===== src/rtl/sha256_msg_schedule.sv =====
// SHA-256 message schedule: accepts one padded 512-bit block and streams
// Wt/Kt for rounds 0..63, framed by soc/eoc strobes for the compression stage.
//
// Ports:
//   clk        rising-edge clock
//   rst        asynchronous active-high reset
//   blk_in     padded block, big-endian (W0 = blk_in[511:480])
//   blk_valid  blk_in is valid
//   blk_ready  block can be accepted this cycle (IDLE and not in reset)
//   wt, kt     schedule word and round constant for the current round
//   round      current round index
//   soc        high during round 0
//   eoc        high for the single cycle after round 63
//   busy       high while streaming or signalling eoc
module sha256_msg_schedule (
    input  logic         clk,
    input  logic         rst,
    input  logic [511:0] blk_in,
    input  logic         blk_valid,
    output logic         blk_ready,
    output logic [31:0]  wt,
    output logic [31:0]  kt,
    output logic [5:0]   round,
    output logic         soc,
    output logic         eoc,
    output logic         busy
);

    typedef enum logic [1:0] {IDLE, RUN, DONE} state_t;

    localparam logic [31:0] K_ROM [0:63] = '{
        32'h428a2f98, 32'h71374491, 32'hb5c0fbcf, 32'he9b5dba5,
        32'h3956c25b, 32'h59f111f1, 32'h923f82a4, 32'hab1c5ed5,
        32'hd807aa98, 32'h12835b01, 32'h243185be, 32'h550c7dc3,
        32'h72be5d74, 32'h80deb1fe, 32'h9bdc06a7, 32'hc19bf174,
        32'he49b69c1, 32'hefbe4786, 32'h0fc19dc6, 32'h240ca1cc,
        32'h2de92c6f, 32'h4a7484aa, 32'h5cb0a9dc, 32'h76f988da,
        32'h983e5152, 32'ha831c66d, 32'hb00327c8, 32'hbf597fc7,
        32'hc6e00bf3, 32'hd5a79147, 32'h06ca6351, 32'h14292967,
        32'h27b70a85, 32'h2e1b2138, 32'h4d2c6dfc, 32'h53380d13,
        32'h650a7354, 32'h766a0abb, 32'h81c2c92e, 32'h92722c85,
        32'ha2bfe8a1, 32'ha81a664b, 32'hc24b8b70, 32'hc76c51a3,
        32'hd192e819, 32'hd6990624, 32'hf40e3585, 32'h106aa070,
        32'h19a4c116, 32'h1e376c08, 32'h2748774c, 32'h34b0bcb5,
        32'h391c0cb3, 32'h4ed8aa4a, 32'h5b9cca4f, 32'h682e6ff3,
        32'h748f82ee, 32'h78a5636f, 32'h84c87814, 32'h8cc70208,
        32'h90befffa, 32'ha4506ceb, 32'hbef9a3f7, 32'hc67178f2
    };

    state_t      state_q;
    logic [31:0] w_q [16];
    logic [5:0]  round_q;
    logic [31:0] w15_d;

    function automatic logic [31:0] ssig0(input logic [31:0] x);
        return {x[6:0], x[31:7]} ^ {x[17:0], x[31:18]} ^ (x >> 3);
    endfunction

    function automatic logic [31:0] ssig1(input logic [31:0] x);
        return {x[16:0], x[31:17]} ^ {x[18:0], x[31:19]} ^ (x >> 10);
    endfunction

    // Window holds W[t..t+15]; the new tail word is W[t+16].
    assign w15_d = ssig1(w_q[14]) + w_q[9] + ssig0(w_q[1]) + w_q[0];

    assign blk_ready = (state_q == IDLE) && !rst;
    assign wt        = (state_q == RUN) ? w_q[0] : 32'h0;
    assign kt        = (state_q == RUN) ? K_ROM[round_q] : 32'h0;
    assign soc       = (state_q == RUN) && (round_q == 6'd0);
    assign eoc       = (state_q == DONE);
    assign busy      = (state_q != IDLE);
    assign round     = round_q;

    always_ff @(posedge clk or posedge rst) begin
        if (rst) begin
            state_q <= IDLE;
            round_q <= 6'd0;
            for (int i = 0; i < 16; i++) w_q[i] <= 32'h0;
        end else begin
            unique case (state_q)
                IDLE: begin
                    if (blk_valid && blk_ready) begin
                        for (int i = 0; i < 16; i++)
                            w_q[i] <= blk_in[511-32*i -: 32];
                        round_q <= 6'd0;
                        state_q <= RUN;
                    end
                end
                RUN: begin
                    for (int i = 0; i < 15; i++) w_q[i] <= w_q[i+1];
                    w_q[15] <= w15_d;
                    // Leave RUN explicitly rather than letting round wrap.
                    if (round_q == 6'd63) begin
                        round_q <= 6'd0;
                        state_q <= DONE;
                    end else begin
                        round_q <= round_q + 6'd1;
                    end
                end
                DONE: state_q <= IDLE;
                default: state_q <= IDLE;
            endcase
        end
    end

endmodule


===== config.mk =====
export PLATFORM = sky130hd
export DESIGN_NAME = sha256_msg_schedule
export DESIGN_NICKNAME = d
export VERILOG_FILES = /design/src/rtl/sha256_msg_schedule.sv
export SDC_FILE = /design/constraint.sdc
export NUM_CORES = 2
export LEC_CHECK = 0
export CAP_MARGIN = 30
export CORE_UTILIZATION = 45
export DETAILED_ROUTE_END_ITERATION = 16
export GPL_TIMING_DRIVEN = 0
export PLACE_DENSITY = 0.74
export SYNTH_ARGS = -nofsm -noshare
export SYNTH_HDL_FRONTEND = slang
export SYNTH_SLANG_ARGS = --single-unit

===== constraint.sdc =====
create_clock -name clk -period 32.2 [get_ports clk]
set_input_delay 3.22 -clock clk [delete_from_list [all_inputs] [get_ports clk]]
set_output_delay 3.22 -clock clk [all_outputs]
set_load 0.02 [all_outputs]

==> out/metrics.yaml <==
status:
  outcome: "finished clean"
worst_setup_path:
  critical_path.startpoint: "round[1]$_DFFE_PP0P_"
  worst-path-stages: 9
  path_max_fanout: 15
  cp-start-kind: "flop"
  crit_required_ns: 28.98
  slowest_stage: "a2111oi_0"
  critPathTopFamily: "buffers and inverters"
  cp_data_arrival_time_ns: 5.62
  rr_worst_depth: 15
  crit_type: "flop to output pin"
  cp-end-kind: "output pin"
  cp.buffers_inverters: 3
  path_cells: "clkinv_1, ha_1, clkbuf_1, a21oi_1, nand2_1, nand2_1, a21oi_1, a2111oi_0, clkdlybuf4s50_1"
  critPathMaxStageDelay_ns: 0.83
  rr_startpoint: "w_q[43]$_DFFE_PP0P_"
run:
  maxCapViolCount: 0
final_layout:
  drive_above_1_share_pct: 3.04
  synthToLayoutAreaGrowth_pct: 29.4
  final_nets: 5217
  stdcell_area_mm2: 0.0397
route:
  drtIter0Drc: 4462
  drc: 0
  vias: 33300
  route.antenna.remaining_nets: 0
  avgViaCountPerCell: 6.04
  wl_per_cell_um: 27.9
  dr.pass1.iters: 7
  routed_wirelength_um: 154000
clock_tree:
  clock_latency_ns: 0.65
  cts-root-buf: "clkbuf_16"
  cts_buffer_depth: 3
  hold_buffers: 0
  cts.sinks: 520
  cts_max_level: 2
  cts_inserted_buffers: 54
  cts_setup_buffers: 0
  cts_resized: 0
  tritoncts: "yes"
  clkTransAtPathRegs_ns: 0.06
timing:
  setup-violations-final: 0
  skew_ns: 0.0451
  fmax_ghz: 0.113
  tns_ns: 0
  fin_crit_ns: 8.84
  max_slew.worst_pin.slew_ns: 1.02
  min_period_over_period_pct: 27.4
  slew_headroom_pct: 30.1
  final_hold_viol_count: 0
  rsz0062_at_grt: "no"
  slew_viol_final: 0
global_route:
  grt_max_degree: 120
  grt_pass1_wl_um: 219000
  overflow: 0
  grt_pass1_vias: 32300
  grt_usage_pct: 43.5
  antenna_found_initial: 17
die:
  dieHeight_um: 263
  initial_core_util_pct: 45.6
  rows: 95
  core_area_mm2: 0.0673
  die_w_um: 263
  die-area_mm2: 0.0693
  top_level_ports: 589
logic_synthesis:
  ys_warn_count: 0
  postSynthCellCount: 3938
  synth_flop_cell: "dfrtp_1"
  syn-num-nets: 4564
  synth_seq_cells: 520
  synth_cell_types: 73
  syn_area_per_cell_um2: 7.79
  synth-edff-count: 0
  async_flop_share_pct: 100
  synth_area_mm2: 0.0307
  ys_seq_area_share_pct: 42.4
worst_hold_path:
  holdPathStages: 2
  hold_path_class: "flop to flop"
  min_from: "w_q[3]$_DFFE_PP0P_"
place:
  hpwl_um: 122000
  placed_area_mm2: 0.0378
  io_buffers: 588
  gp_congestion: 1.07
-- worst min-delay path, cell delays in order, from the launching register on --
cell,delay (ns)
dfrtp_1,0.35
nand2_1,0.05
o21ai_0,0.07
-- cell usage in the layout (no fill, tap or decap), types with 6 or more instances in the layout --
cell and n:
nor2_1 613, inv_1 129, nand3_1 36, and3_1 8
clkbuf_16 54, nor3_1 19, a21oi_1 106, nand2b_1 14
a211oi_1 34, mux4_2 6, fa_1 62, nand2_1 1062
o211ai_1 19, dfrtp_1 520, clkinv_2 11, o31ai_1 7
clkbuf_8 17, buf_1 27, o21bai_1 6, clkbuf_1 320
clkdlybuf4s50_1 588, diode_2 15, o22ai_1 18, buf_2 13
xnor2_1 85, or2_2 6, ha_1 49, a311oi_1 10
xor2_1 61, a31oi_1 507, or3_1 6, a21o_1 20
nor2b_1 7, mux2i_1 8, nand4_1 7, and2_1 8
o21ai_0 82
-- cell families after synthesis --
kind of cell / after synthesis / synth area share [%]
and+or+nand+nor: 1798 / 22.8
muxes: 16 / 0.787
AOI/OAI and AO/OA: 861 / 17.8
buffers and inverters: 486 / 6.00
xor gates and xnor gates: 146 / 4.17
adders and majority gates: 111 / 6.04
DFF: 520 / 42.4
-- final cells by class --
type | count | area, µm²
clock buffers | 81 | 1620
plain buffers | 352 | 1340
fillers | 6198 | 27600
flip-flops and latches | 520 | 13000
multi-input cells | 2932 | 15800
inverters | 134 | 510
repair buffers | 597 | 6060
well taps | 873 | 1090
diodes | 15 | 37.5
clock inverters | 18 | 209
-- Yosys cell counts, types with 4 or more instances --
library cell / count / area share, %
a2111oi_0: 4 / 0.11
a211oi_1: 34 / 0.83
a21o_1: 20 / 0.49
a21oi_1: 106 / 1.7
a221o_1: 4 / 0.13
a22oi_1: 5 / 0.12
a311oi_1: 10 / 0.29
a31oi_1: 507 / 10
and2_1: 8 / 0.16
and3_1: 8 / 0.16
buf_1: 27 / 0.33
buf_2: 13 / 0.21
clkbuf_1: 310 / 3.8
dfrtp_1: 520 / 42
fa_1: 62 / 4.0
ha_1: 49 / 2.0
inv_1: 130 / 1.6
mux2i_1: 8 / 0.26
mux4_2: 6 / 0.44
nand2_1: 1062 / 13
nand2b_1: 14 / 0.29
nand3_1: 36 / 0.59
nand4_1: 7 / 0.14
nor2_1: 613 / 7.5
nor2b_1: 7 / 0.14
nor3_1: 19 / 0.31
nor4_1: 5 / 0.10
o211ai_1: 19 / 0.46
o21ai_0: 82 / 1.3
o21bai_1: 6 / 0.15
o221ai_1: 4 / 0.11
o22ai_1: 18 / 0.37
o311ai_0: 5 / 0.14
o31ai_1: 7 / 0.17
or2_2: 6 / 0.12
or3_1: 6 / 0.12
xnor2_1: 85 / 2.4
xor2_1: 61 / 1.7
-- flip-flops by register name, indices dropped and copies added (netlist names) --
register / count
state_q: 2
w_q: 512
round: 6
-- per-layer routing --
metal / track usage, % / up-vias / part of all wire (%)
li1: - / 14500 / -
met2: 68.1 / 2273 / 45
met3: 9.69 / 528 / 9.9
met4: 30.5 / 4 / 8.1
met1: 53.6 / 16000 / 37
met5: 0 / - / 0.018
-- stage by stage --
stage          setup WS [ns]  util [%]  hold slack (ns)  cells
6_report               23.36      59.0            0.507   5522
5_1_grt                23.44      59.0            0.538   5522
4_1_cts                23.53      59.0            0.505   5506
3_5_place_dp           24.18      56.2            0.492   5407
3_3_place_gp            7.94      56.0            0.474   5399
2_1_floorplan          14.45         -            0.450   3938
-- path summary, 6_finish.rpt --
kind	to	slack, ns
hold reg to reg	w_q[3]$_DFFE_PP0P_	0.51
setup / recovery	kt[29]	23.36
setup reg to reg	w_q[21]$_DFFE_PP0P_	27.28
max in group asynchronous	w_q[350]$_DFFE_PP0P_	27.45
min in group asynchronous	w_q[45]$_DFFE_PP0P_	3.15
hold / removal	w_q[3]$_DFFE_PP0P_	0.51
Power is left out: the tool's default activity adds up to more than one toggle a clock period on the data nets, which glitch-free logic cannot reach.
